<file path="src/rtl/array_mult_pipe_if.sv">
// rtl/array_mult_pipe_if.sv - operand/product stream bundle for array_mult_pipe
interface array_mult_pipe_if #(
   parameter int WIDTH = 4
);
   logic                 in_valid;
   logic                 in_ready;
   logic [WIDTH-1:0]     a;
   logic [WIDTH-1:0]     b;
   logic                 sgn;
   logic                 out_valid;
   logic                 out_ready;
   logic [2*WIDTH-1:0]   p;
   logic                 busy;

   modport master (
      output in_valid, a, b, sgn, out_ready,
      input  in_ready, out_valid, p, busy
   );

   modport slave (
      input  in_valid, a, b, sgn, out_ready,
      output in_ready, out_valid, p, busy
   );
endinterface

</file>
<file path="src/rtl/array_mult_pipe.sv">
// rtl/array_mult_pipe.sv - fully pipelined WIDTH x WIDTH array multiplier, signed/unsigned per transaction
module array_mult_pipe #(
   parameter int WIDTH = 4
) (
   input  logic                clk,
   input  logic                reset,
   array_mult_pipe_if.slave    bus
);
   localparam int PW = 2 * WIDTH;

   logic                stall;
   logic                accept;
   logic [WIDTH:0]      vld;
   logic                sg  [0:WIDTH-1];
   logic [PW-1:0]       pp  [0:WIDTH-1][0:WIDTH-1];
   logic [PW-1:0]       sum [1:WIDTH];
   logic [PW-1:0]       ext;
   logic [PW-1:0]       pp_in [0:WIDTH-1];

   assign stall  = vld[WIDTH] && !bus.out_ready;
   assign accept = bus.in_valid && !stall;

   // Rows are sign-extended multiplicand copies; the top row is subtracted later when signed.
   always_comb begin
      ext = bus.sgn ? {{WIDTH{bus.a[WIDTH-1]}}, bus.a} : {{WIDTH{1'b0}}, bus.a};
      for (int i = 0; i < WIDTH; i++) begin
         pp_in[i] = bus.b[i] ? (ext << i) : '0;
      end
   end

   always_ff @(posedge clk) begin
      if (reset) begin
         vld <= '0;
         for (int j = 1; j <= WIDTH; j++) begin
            sum[j] <= '0;
         end
      end else if (!stall) begin
         vld    <= {vld[WIDTH-1:0], accept};
         pp[0]  <= pp_in;
         sg[0]  <= bus.sgn;
         sum[1] <= pp[0][0];
         for (int j = 1; j < WIDTH; j++) begin
            pp[j] <= pp[j-1];
            sg[j] <= sg[j-1];
         end
         for (int j = 2; j < WIDTH; j++) begin
            sum[j] <= sum[j-1] + pp[j-1][j-1];
         end
         // The multiplier sign bit carries weight -2^(WIDTH-1) in two's complement.
         sum[WIDTH] <= sg[WIDTH-1] ? sum[WIDTH-1] - pp[WIDTH-1][WIDTH-1]
                                   : sum[WIDTH-1] + pp[WIDTH-1][WIDTH-1];
      end
   end

   assign bus.in_ready  = !stall;
   assign bus.out_valid = vld[WIDTH];
   assign bus.p         = sum[WIDTH];
   assign bus.busy      = |vld;
endmodule
</file>
<file path="src/flat_wrapper.sv">
// flat-port wrapper written by rule: the top's interface ports become plain ports
module array_mult_pipe_flat 
#(
   parameter int WIDTH = 4
)
  (clk, reset, bus_in_valid, bus_a, bus_b, bus_sgn, bus_out_ready, bus_in_ready, bus_out_valid, bus_p, bus_busy);
  array_mult_pipe_if #(.WIDTH(WIDTH)) bus_i ();
  input  logic clk;
  input  logic reset;
  input wire logic [$bits(bus_i.in_valid)-1:0] bus_in_valid;
  input wire logic [$bits(bus_i.a)-1:0] bus_a;
  input wire logic [$bits(bus_i.b)-1:0] bus_b;
  input wire logic [$bits(bus_i.sgn)-1:0] bus_sgn;
  input wire logic [$bits(bus_i.out_ready)-1:0] bus_out_ready;
  output wire logic [$bits(bus_i.in_ready)-1:0] bus_in_ready;
  output wire logic [$bits(bus_i.out_valid)-1:0] bus_out_valid;
  output wire logic [$bits(bus_i.p)-1:0] bus_p;
  output wire logic [$bits(bus_i.busy)-1:0] bus_busy;
  assign bus_i.in_valid = bus_in_valid;
  assign bus_i.a = bus_a;
  assign bus_i.b = bus_b;
  assign bus_i.sgn = bus_sgn;
  assign bus_i.out_ready = bus_out_ready;
  assign bus_in_ready = bus_i.in_ready;
  assign bus_out_valid = bus_i.out_valid;
  assign bus_p = bus_i.p;
  assign bus_busy = bus_i.busy;
  array_mult_pipe #(.WIDTH(WIDTH)) u_core (.clk(clk), .reset(reset), .bus(bus_i));
endmodule
</file>
<file path="config.mk">
export PLATFORM = sky130hd
export DESIGN_NAME = array_mult_pipe_flat
export DESIGN_NICKNAME = d
export VERILOG_FILES = /design/src/rtl/array_mult_pipe_if.sv /design/src/rtl/array_mult_pipe.sv /design/src/flat_wrapper.sv
export SDC_FILE = /design/constraint.sdc
export NUM_CORES = 1
export LEC_CHECK = 0
export CAP_MARGIN = 20
export CORE_MARGIN = 8
export CORE_UTILIZATION = 25
export CTS_CLUSTER_SIZE = 20
export DETAILED_ROUTE_END_ITERATION = 8
export GPL_TIMING_DRIVEN = 0
export PLACE_DENSITY_LB_ADDON = 0.15
export SLEW_MARGIN = 20
export SYNTH_ARGS = -nofsm -noshare
export SYNTH_HDL_FRONTEND = slang
export SYNTH_SLANG_ARGS = --single-unit
</file>
<file path="constraint.sdc">
create_clock -name clk -period 2.25 [get_ports clk]
set_input_delay 0.45 -clock clk [delete_from_list [all_inputs] [get_ports clk]]
set_output_delay 0.45 -clock clk [all_outputs]
set_load 0.005 [all_outputs]
</file>
==> results.json, run 1 <==
{
  "status": "complete, no violations",
  "root_buffer": "clkbuf_16",
  "fmax_mhz": 480,
  "fin_util_pct": 30.9,
  "row_count": 44,
  "grt_max_degree": 64,
  "swShare_pct": 20.4,
  "clockPowerShare_pct": 39.3,
  "fp.dieW_um": 137,
  "routed_wl_um": 5460,
  "final_area_mm2": 0.00447,
  "cellPowerDensity_mw_per_mm2": 880,
  "antenna_found_initial": 0,
  "cp_max_fo": 7,
  "seq_area_frac_synth_pct": 70.3,
  "place_congestion": 0.731,
  "route.met2.wl_um": 2560,
  "combPwrFrac_pct": 10.5,
  "io_buffers": 23,
  "clockBufferDepth": 2,
  "clkTransAtPathRegs_ns": 0.06,
  "met1Wirelength_um": 2470,
  "synth.distinct_cells": 34,
  "grt_usage_pct": 6.61,
  "drive_above_1_share_pct": 13.4,
  "overflow": 0,
  "cts.sinks": 88,
  "synthCells": 245,
  "critPathMaxStageDelay_ns": 0.45,
  "grt_pass1_wl_um": 9260,
  "finish.net_count": 309,
  "leakage_nw": 1.70,
  "worstSetupStartpointType": "primary input",
  "crit_required_ns": 1.80,
  "slew_headroom_pct": 52.6,
  "dieArea_mm2": 0.0189,
  "min-delay-path-class": "reg2reg",
  "place_area_mm2": 0.00415,
  "placed_cells": 452,
  "grt_pass1_vias": 1854,
  "arrival_ns": 1.63,
  "detailed_place_hpwl_um": 3600,
  "fillCellCount": 1440,
  "crit_family": "buffers and inverters",
  "irDropWorstVdd_mv": 0.406,
  "seq_power_share_pct": 50.2,
  "drv_cap": 0,
  "p_switching_mw": 0.803,
  "crit_slowest_cell": "clkdlybuf4s50_1",
  "area_growth_pct": 21.1,
  "routed.top_layer": "met4",
  "viasPerCell": 3.84,
  "ant_nets": 0,
  "worst_pin_slew_ns": 0.712,
  "fin_crit_ns": 2.08,
  "wire_per_inst_um": 11.7,
  "crit_top_cell": "clkdlybuf4s50_1",
  "n_antenna_cell": 0,
  "die_h_um": 137,
  "numCtsBuffers": 9,
  "setup_viol": 0,
  "htree_levels": 3,
  "yosys_warnings": 0,
  "ys_ff_latch": 88,
  "drc": 0,
  "rsz0062_at_grt": "false",
  "power.total_mw": 3.93,
  "p_int_mw": 3.13,
  "setup_tns_ns": 0,
  "path_cells": "clkdlybuf4s50_1, nor2b_4, inv_4, clkdlybuf4s50_1",
  "drtPass1Iterations": 4,
  "routed-wl-met3_um": 305,
  "io_pins": 24,
  "timing.final.crit_share_pct": 92.5,
  "crit_buf_inv": 3,
  "final_cells": 467,
  "finalClockSkew_ns": 0.00760,
  "vias": 1792,
  "cts_tree": "yes",
  "synth_area_mm2": 0.00369,
  "cp-end-kind": "output port",
  "maxSlewViolCount": 0,
  "path_class": "in2out",
  "hold_viol_final": 0,
  "drt_iter0_drc": 61,
  "core_mm2": 0.0145,
  "syn_avg_cell_area_um2": 15.1,
  "insertion_delay_ns": 0.34,
  "cts_setup_buffers": 0,
  "start_util_pct": 25.5,
  "synth_fp_nets": 275
}
## cells in the mapped netlist
library cell	number	share of area [%]
inv_1	11	1.1
fa_1	2	1.1
or3_1	1	0.17
edfxtp_1	83	68
ha_1	15	5.1
buf_8	2	0.81
and2_1	21	3.6
and2_4	8	1.9
buf_4	9	1.8
nand4b_1	1	0.24
inv_6	1	0.24
xor2_1	1	0.24
nor3b_1	2	0.41
nor2b_4	1	0.37
xnor2_1	6	1.4
nor3_1	12	1.6
nand4_1	1	0.17
nand2_1	10	1.0
nand3_1	1	0.14
nor2_1	11	1.1
or2b_1	1	0.20
a21o_1	4	0.81
a21boi_0	1	0.20
o22ai_1	1	0.17
a21oi_1	12	1.6
o21a_1	4	0.81
nor2b_1	4	0.68
and3_1	5	0.85
inv_4	1	0.17
nand2b_1	2	0.34
dfxtp_1	5	2.7
o21ai_0	3	0.41
nand2b_4	1	0.37
mux2i_1	2	0.54
## through the flow
step	setup slack [ns]	hold WS, ns
2_1_floorplan	0.350	0.400
3_3_place_gp	-0.317	0.403
3_5_place_dp	0.0134	0.405
4_1_cts	0.131	0.415
5_1_grt	0.0286	0.422
6_report	0.168	0.413
## repair_timing
item | CTS | global route
hold buffers | 0 | 0
setup endpoints to repair | 0 | 1
resized for setup | 0 | 1
## cell usage in the layout (no fill, tap or decap), types with 2 or more instances in the layout
cell              n
dfxtp_1           5
and2_1           21
clkbuf_16         9
and2_4            8
nor3_1           12
buf_4             9
fa_1              2
bufinv_16         2
and3_1            5
nor2b_1           4
a21oi_1          12
nand2b_1          2
edfxtp_1         83
a21o_1            4
o21ai_0           3
ha_1             15
nor2_1           11
nand2_1          10
buf_8             2
mux2i_1           2
clkinv_4          2
o21a_1            4
inv_1            11
clkinv_1          2
xnor2_1           6
nor3b_1           2
clkdlybuf4s50_1  23
## cell families after synthesis
family	share of synthesized area, %
AO/OA/AOI/OAI	4.04
buffers and inverters	4.17
multiplexers	0.543
AND/OR/NAND/NOR	13.2
XOR/XNOR	1.66
flip-flops	70.3
adder cells (fa/ha/maj)	6.17
## power groups by stage
| stage | clock [mW] | sequential (mW) | combinational, mW |
|---|---|---|---|
| final | 1.54 | 1.98 | 0.413 |
| after floorplan | 0 | 2.00 | 0.281 |
| after detailed placement | 0 | 2.01 | 0.415 |
| after global routing | 1.66 | 1.99 | 0.472 |
| after CTS | 1.60 | 1.98 | 0.418 |
| after global placement | 0 | 2.01 | 0.412 |
## layout make-up
class	instances	area [um2]	area share, %
Multi-Input combinational cell	133	951	21.3
Timing Repair Buffer	23	230	5.15
Buffer	11	97.6	2.18
Clock buffer	9	225	5.04
Clock inverter	6	85.1	1.90
Tap cell	184	230	5.15
Sequential cell	88	2590	58.0
Inverter	13	56.3	1.26
## sequential cells by signal, indices dropped and copies added, names as in the netlist
name,cells
u_core.pp,50
u_core.sum,29
u_core.vld,5
u_core.sg,4
## metal layers
| layer | up-vias | global-route usage [%] |
|---|---|---|
| li1 | 941 | - |
| met1 | 812 | 7.17 |
| met2 | 30 | 10.5 |
| met3 | 9 | 3.17 |
| met4 | 0 | 3.62 |
| met5 | - | 0 |
## worst paths after layout
| path | endpoint | slack (ns) | start | depth (start not counted) |
|---|---|---|---|---|
| setup / recovery | bus_in_ready | 0.17 | bus_out_ready | 4 |
| hold reg to reg | u_core.pp[3][7] | 0.41 | u_core.pp[2][7] | 0 |
| hold / removal | u_core.pp[3][7] | 0.41 | u_core.pp[2][7] | 0 |
| setup reg to reg | u_core.sum[0][39] | 0.21 | u_core.pp[3][3] | 9 |
Note: power is estimated with default switching activity, not from simulation.
==> inputs of run 2 (changes only) <==
--- a/config.mk
+++ b/config.mk
@@ -6,6 +6,7 @@
 export NUM_CORES = 1
 export LEC_CHECK = 0
 export CAP_MARGIN = 20
+export CORE_ASPECT_RATIO = 1.75
 export CORE_MARGIN = 8
 export CORE_UTILIZATION = 25
 export CTS_CLUSTER_SIZE = 20
==> run 2 against run 1 <==
Net effect:
- fmax shrank 2.6%
- sequential power is essentially flat
- critical endpoint is now u_core.sum[0][38]
- clock power shrank 5%
- count of clock-buffer cells in the layout is the same
- combinational power grew 2%
- hold slack gained 0.0077 ns
- total power shrank 1.6%
==> results.json, run 2 (synthesis gave the netlist of run 1 again) <==
{
  "status": "complete, no violations",
  "vias": 1900,
  "ant_nets": 0,
  "multi_input_area_um2": 955,
  "hold_viol_final": 0,
  "root_buffer": "clkbuf_16",
  "slew_headroom_pct": 51.2,
  "min-delay-path-class": "reg2reg",
  "drtPass1Iterations": 4,
  "irDropWorstVdd_mv": 0.346,
  "path_class": "reg2reg",
  "fin_util_pct": 30.3,
  "place_congestion": 0.735,
  "area_growth_pct": 20.8,
  "drc": 0,
  "grt_pass1_vias": 1844,
  "core_mm2": 0.0147,
  "whs_endpoint": "u_core.pp[2][12]",
  "final_area_mm2": 0.00446,
  "antenna_found_initial": 0,
  "finish.net_count": 309,
  "wire_per_inst_um": 12.5,
  "cts_hold_buf": 0,
  "fmax_mhz": 468,
  "dieArea_mm2": 0.0191,
  "reg2reg_slack_ns": 0.11,
  "worstSetupStartpointType": "register",
  "n_antenna_cell": 0,
  "clockBufferDepth": 2,
  "numCtsBuffers": 9,
  "ff2ff_path_depth": 8,
  "start_util_pct": 25.1,
  "setup_tns_ns": 0,
  "viasPerCell": 4.07,
  "final_cell_mix": "edfxtp_1, clkdlybuf4s50_1, and2_1, ha_1",
  "detailed_place_hpwl_um": 3920,
  "arrival_ns": 2.31,
  "power.total_mw": 3.87,
  "drive_above_1_share_pct": 14.8,
  "htree_levels": 3,
  "overflow": 0,
  "r2r_start": "u_core.pp[3][3]",
  "routed_wl_um": 5850,
  "grt_max_degree": 64,
  "insertion_delay_ns": 0.33,
  "row_count": 59,
  "largest_register": "u_core.pp",
  "leakage_nw": 1.69,
  "place_area_mm2": 0.00415,
  "grt_pass1_wl_um": 9070,
  "min-delay-start": "u_core.pp[1][12]",
  "drv_cap": 0,
  "setup_viol": 0,
  "drt_iter0_drc": 85,
  "final-seq-area_mm2": 0.00259,
  "r2r-end": "u_core.sum[0][38]",
  "crit_required_ns": 2.42,
  "die_h_um": 177,
  "largest_reg_flops": 50,
  "finalClockSkew_ns": 0.00615,
  "io_pins": 24,
  "grt_usage_pct": 6.53,
  "fillCellCount": 1470,
  "cp-end-kind": "register",
  "cp_max_fo": 4,
  "timing.final.crit_share_pct": 95.0,
  "final_common_cell": "edfxtp_1",
  "fp.dieW_um": 108,
  "io_buffers": 23,
  "worst_pin_slew_ns": 0.733,
  "fin_crit_ns": 2.14,
  "maxSlewViolCount": 0,
  "clkTransAtPathRegs_ns": 0.06,
  "hold_depth": 0,
  "top_regs": "u_core.pp: 50 flops, u_core.sum: 29 flops, u_core.vld: 5 flops",
  "cts_tree": "yes",
  "cts.sinks": 88,
  "cellPowerDensity_mw_per_mm2": 868
}
[run 2: worst max-delay path by stage]
| stage | from | depth (start not counted) | endpoint |
|---|---|---|---|
| after floorplan | u_core.pp[3][3] | 9 | u_core.sum[0][39] |
| after global placement | reset | 2 | u_core.sum[0][23] |
| after detailed placement | reset | 5 | u_core.pp[3][4] |
| after CTS | u_core.pp[3][3] | 8 | u_core.sum[0][38] |
| after global routing | u_core.pp[3][3] | 8 | u_core.sum[0][38] |
| final | u_core.pp[3][3] | 8 | u_core.sum[0][38] |
[run 2: metrics by stage]
step                hold slack (ns)  std cells  setup WS (ns)
finish                        0.420        467          0.113
global route                  0.426        467      -0.000446
CTS                           0.423        467         0.0212
detailed placement            0.405        451         0.0263
global placement              0.403        451         -0.342
floorplan                     0.400        245          0.350
[run 2: power breakdown]
group	switching, mW	internal, mW	total [mW]	leakage [nW]
registers	0.0398	1.94	1.98	0.919
logic	0.188	0.232	0.420	0.632
clock network	0.613	0.860	1.47	0.139
total	0.841	3.03	3.87	1.69
[run 2: per-layer routing]
layer  track usage, %  part of all wire, %
met1             6.13                   36
met2             11.3                   56
met3             2.63                  4.5
met4             4.30                  3.6
met5                0                    0
[run 2: worst max-delay path: stages (launching register included)]
cell and delay, ns:
edfxtp_1 0.41, inv_2 0.10, ha_1 0.24, mux2i_2 0.22
ha_1 0.29, o21a_1 0.16, o21a_1 0.22, o21a_1 0.18
nor3_1 0.17
[run 2: timing repair]
item | in CTS | in global routing
gates resized for setup | 0 | 3
setup endpoints to repair | 0 | 2
setup buffers | 0 | 0
[run 2: layout make-up]
cell class | instances | area share (%)
sequential | 88 | 58.2
multi-input combinational | 133 | 21.4
timing repair buffer | 23 | 5.17
tap | 183 | 5.14
clock buffer | 9 | 5.05
buffer | 11 | 2.19
clock inverter | 7 | 1.60
inverter | 13 | 1.26
==> inputs of run 3 (changes only) <==
--- a/config.mk
+++ b/config.mk
@@ -7,7 +7,7 @@
 export LEC_CHECK = 0
 export CAP_MARGIN = 20
 export CORE_ASPECT_RATIO = 1.75
-export CORE_MARGIN = 8
+export CORE_MARGIN = 3
 export CORE_UTILIZATION = 25
 export CTS_CLUSTER_SIZE = 20
 export DETAILED_ROUTE_END_ITERATION = 8
==> run 3 against run 2 <==
Net effect:
- count of clock-buffer cells in the layout is the same
- sequential share of layout area increased by 0.69 points
- setup slack got worse by 0.018 ns
- utilization rose by 0.16 points
- highest routed layer unchanged
- sequential power about the same
==> results.json, run 3 (synthesis gave the netlist of run 1 again) <==
{
  "clkTransAtPathRegs_ns": 0.06,
  "row_count": 58,
  "n_antenna_cell": 0,
  "seq_power_share_pct": 53.7,
  "finish.net_count": 309,
  "slew_headroom_pct": 53.4,
  "root_buffer": "clkbuf_16",
  "antenna_found_initial": 0,
  "fillCellCount": 1445,
  "core_mm2": 0.0144,
  "cellPowerDensity_mw_per_mm2": 835,
  "vias": 1855,
  "grt_pass1_wl_um": 8960,
  "fmax_mhz": 464,
  "dieArea_mm2": 0.0163,
  "clockBufferDepth": 2,
  "finalClockSkew_ns": 0.00620,
  "grt_pass1_vias": 1847,
  "worstSetupStartpointType": "register",
  "swShare_pct": 21.4,
  "largest_reg_flops": 50,
  "area_growth_pct": 19.4,
  "drive_above_1_share_pct": 13.8,
  "wire_per_inst_um": 12.2,
  "place_congestion": 0.718,
  "cts_setup_buffers": 0,
  "power.total_mw": 3.68,
  "final_common_cell": "edfxtp_1",
  "r2r_start": "u_core.pp[3][3]",
  "status": "complete, no violations",
  "routed_wl_um": 5620,
  "ff2ff_path_depth": 8,
  "fin_util_pct": 30.5,
  "grt_max_degree": 64,
  "numCtsBuffers": 9,
  "io_buffers": 23,
  "fin_crit_ns": 2.15,
  "viasPerCell": 4.02,
  "maxSlewViolCount": 0,
  "placed_cells": 448,
  "startpoint": "u_core.pp[3][3]",
  "top_regs": "u_core.pp: 50 flops, u_core.sum: 29 flops, u_core.vld: 5 flops",
  "place_area_mm2": 0.00415,
  "rsz0062_at_grt": "false",
  "p_switching_mw": 0.786,
  "start_util_pct": 25.6,
  "final_cells": 462,
  "cts_tree": "yes",
  "p_int_mw": 2.89,
  "final_area_mm2": 0.00440,
  "timing.final.crit_share_pct": 95.8,
  "io_pins": 24,
  "min-delay-path-class": "reg2reg",
  "combPwrFrac_pct": 11.4,
  "reg2reg_slack_ns": 0.1,
  "cts.sinks": 88,
  "r2r-end": "u_core.sum[0][38]",
  "final_cell_mix": "edfxtp_1, clkdlybuf4s50_1, and2_1, ha_1",
  "htree_levels": 3,
  "drtPass1Iterations": 4,
  "overflow": 0,
  "leakage_nw": 1.68,
  "cp_max_fo": 4,
  "drt_iter0_drc": 70,
  "crit_required_ns": 2.43,
  "die_h_um": 167,
  "ant_nets": 0,
  "cp-end-kind": "register",
  "setup_viol": 0,
  "hold_viol_final": 0,
  "crit_end": "u_core.sum[0][38]",
  "arrival_ns": 2.33,
  "grt_usage_pct": 7.35,
  "cts_hold_buf": 0,
  "irDropWorstVdd_mv": 0.340,
  "insertion_delay_ns": 0.33,
  "drv_cap": 0,
  "path_class": "reg2reg",
  "largest_register": "u_core.pp",
  "setup_tns_ns": 0,
  "fp.dieW_um": 97.8,
  "worst_pin_slew_ns": 0.699,
  "drc": 0,
  "detailed_place_hpwl_um": 3790,
  "clockPowerShare_pct": 34.9
}
run 3: power by group through the flow:
stage	Sequential (mW)	Clock, mW	Combinational, mW
6_report	1.97	1.29	0.418
5_1_grt	1.99	1.39	0.466
4_1_cts	1.98	1.34	0.422
3_5_place_dp	2.01	0	0.421
3_3_place_gp	2.01	0	0.411
2_1_floorplan	2.00	0	0.281
run 3: repair_timing:
action                                  CTS  global route
gates resized for setup                   0             2
endpoints found under the setup margin    0             2
hold endpoints to repair                  0             0
run 3: layout make-up:
cell class	count	area (um2)	share of cell area (%)
Buffer	11	97.6	2.22
Inverter	13	56.3	1.28
Timing Repair Buffer	23	230	5.23
Clock inverter	5	26.3	0.597
Clock buffer	9	225	5.11
Sequential cell	88	2590	58.9
Tap cell	180	225	5.11
Multi-Input combinational cell	133	951	21.6
run 3: worst min-delay path by stage:
stage                           from          endpoint  slack, ns  depth (start not counted)
finish              u_core.pp[1][13]  u_core.pp[2][13]       0.42                          0
global route        u_core.pp[0][15]  u_core.pp[1][15]       0.42                          0
CTS                 u_core.pp[1][13]  u_core.pp[2][13]       0.42                          0
detailed placement  u_core.pp[0][19]  u_core.pp[1][19]       0.41                          0
global placement    u_core.pp[0][19]  u_core.pp[1][19]       0.40                          0
floorplan           u_core.pp[0][10]  u_core.pp[1][10]       0.40                          0
run 3: metal layers:
metal	part of all wire, %	global-route usage (%)	vias up
li1	-	-	938
met1	35	6.58	880
met2	59	14.0	30
met3	3.8	2.60	7
met4	1.9	3.80	0
met5	0	0	-
run 3: per-stage QoR:
| stage | worst slack (ns) | hold WS, ns |
|---|---|---|
| 3_3_place_gp | -0.327 | 0.402 |
| 5_1_grt | 0.00556 | 0.425 |
| 3_5_place_dp | 0.0107 | 0.407 |
| 4_1_cts | 0.0204 | 0.420 |
| 6_report | 0.0956 | 0.419 |
| 2_1_floorplan | 0.350 | 0.400 |
run 3: critical path, stage by stage, from the launching register on:
cell and delay, ns:
edfxtp_1 0.41, inv_2 0.11, ha_1 0.23, mux2i_1 0.24, ha_1 0.30, o21a_1 0.16
o21a_1 0.22, o21a_1 0.18, nor3_1 0.16
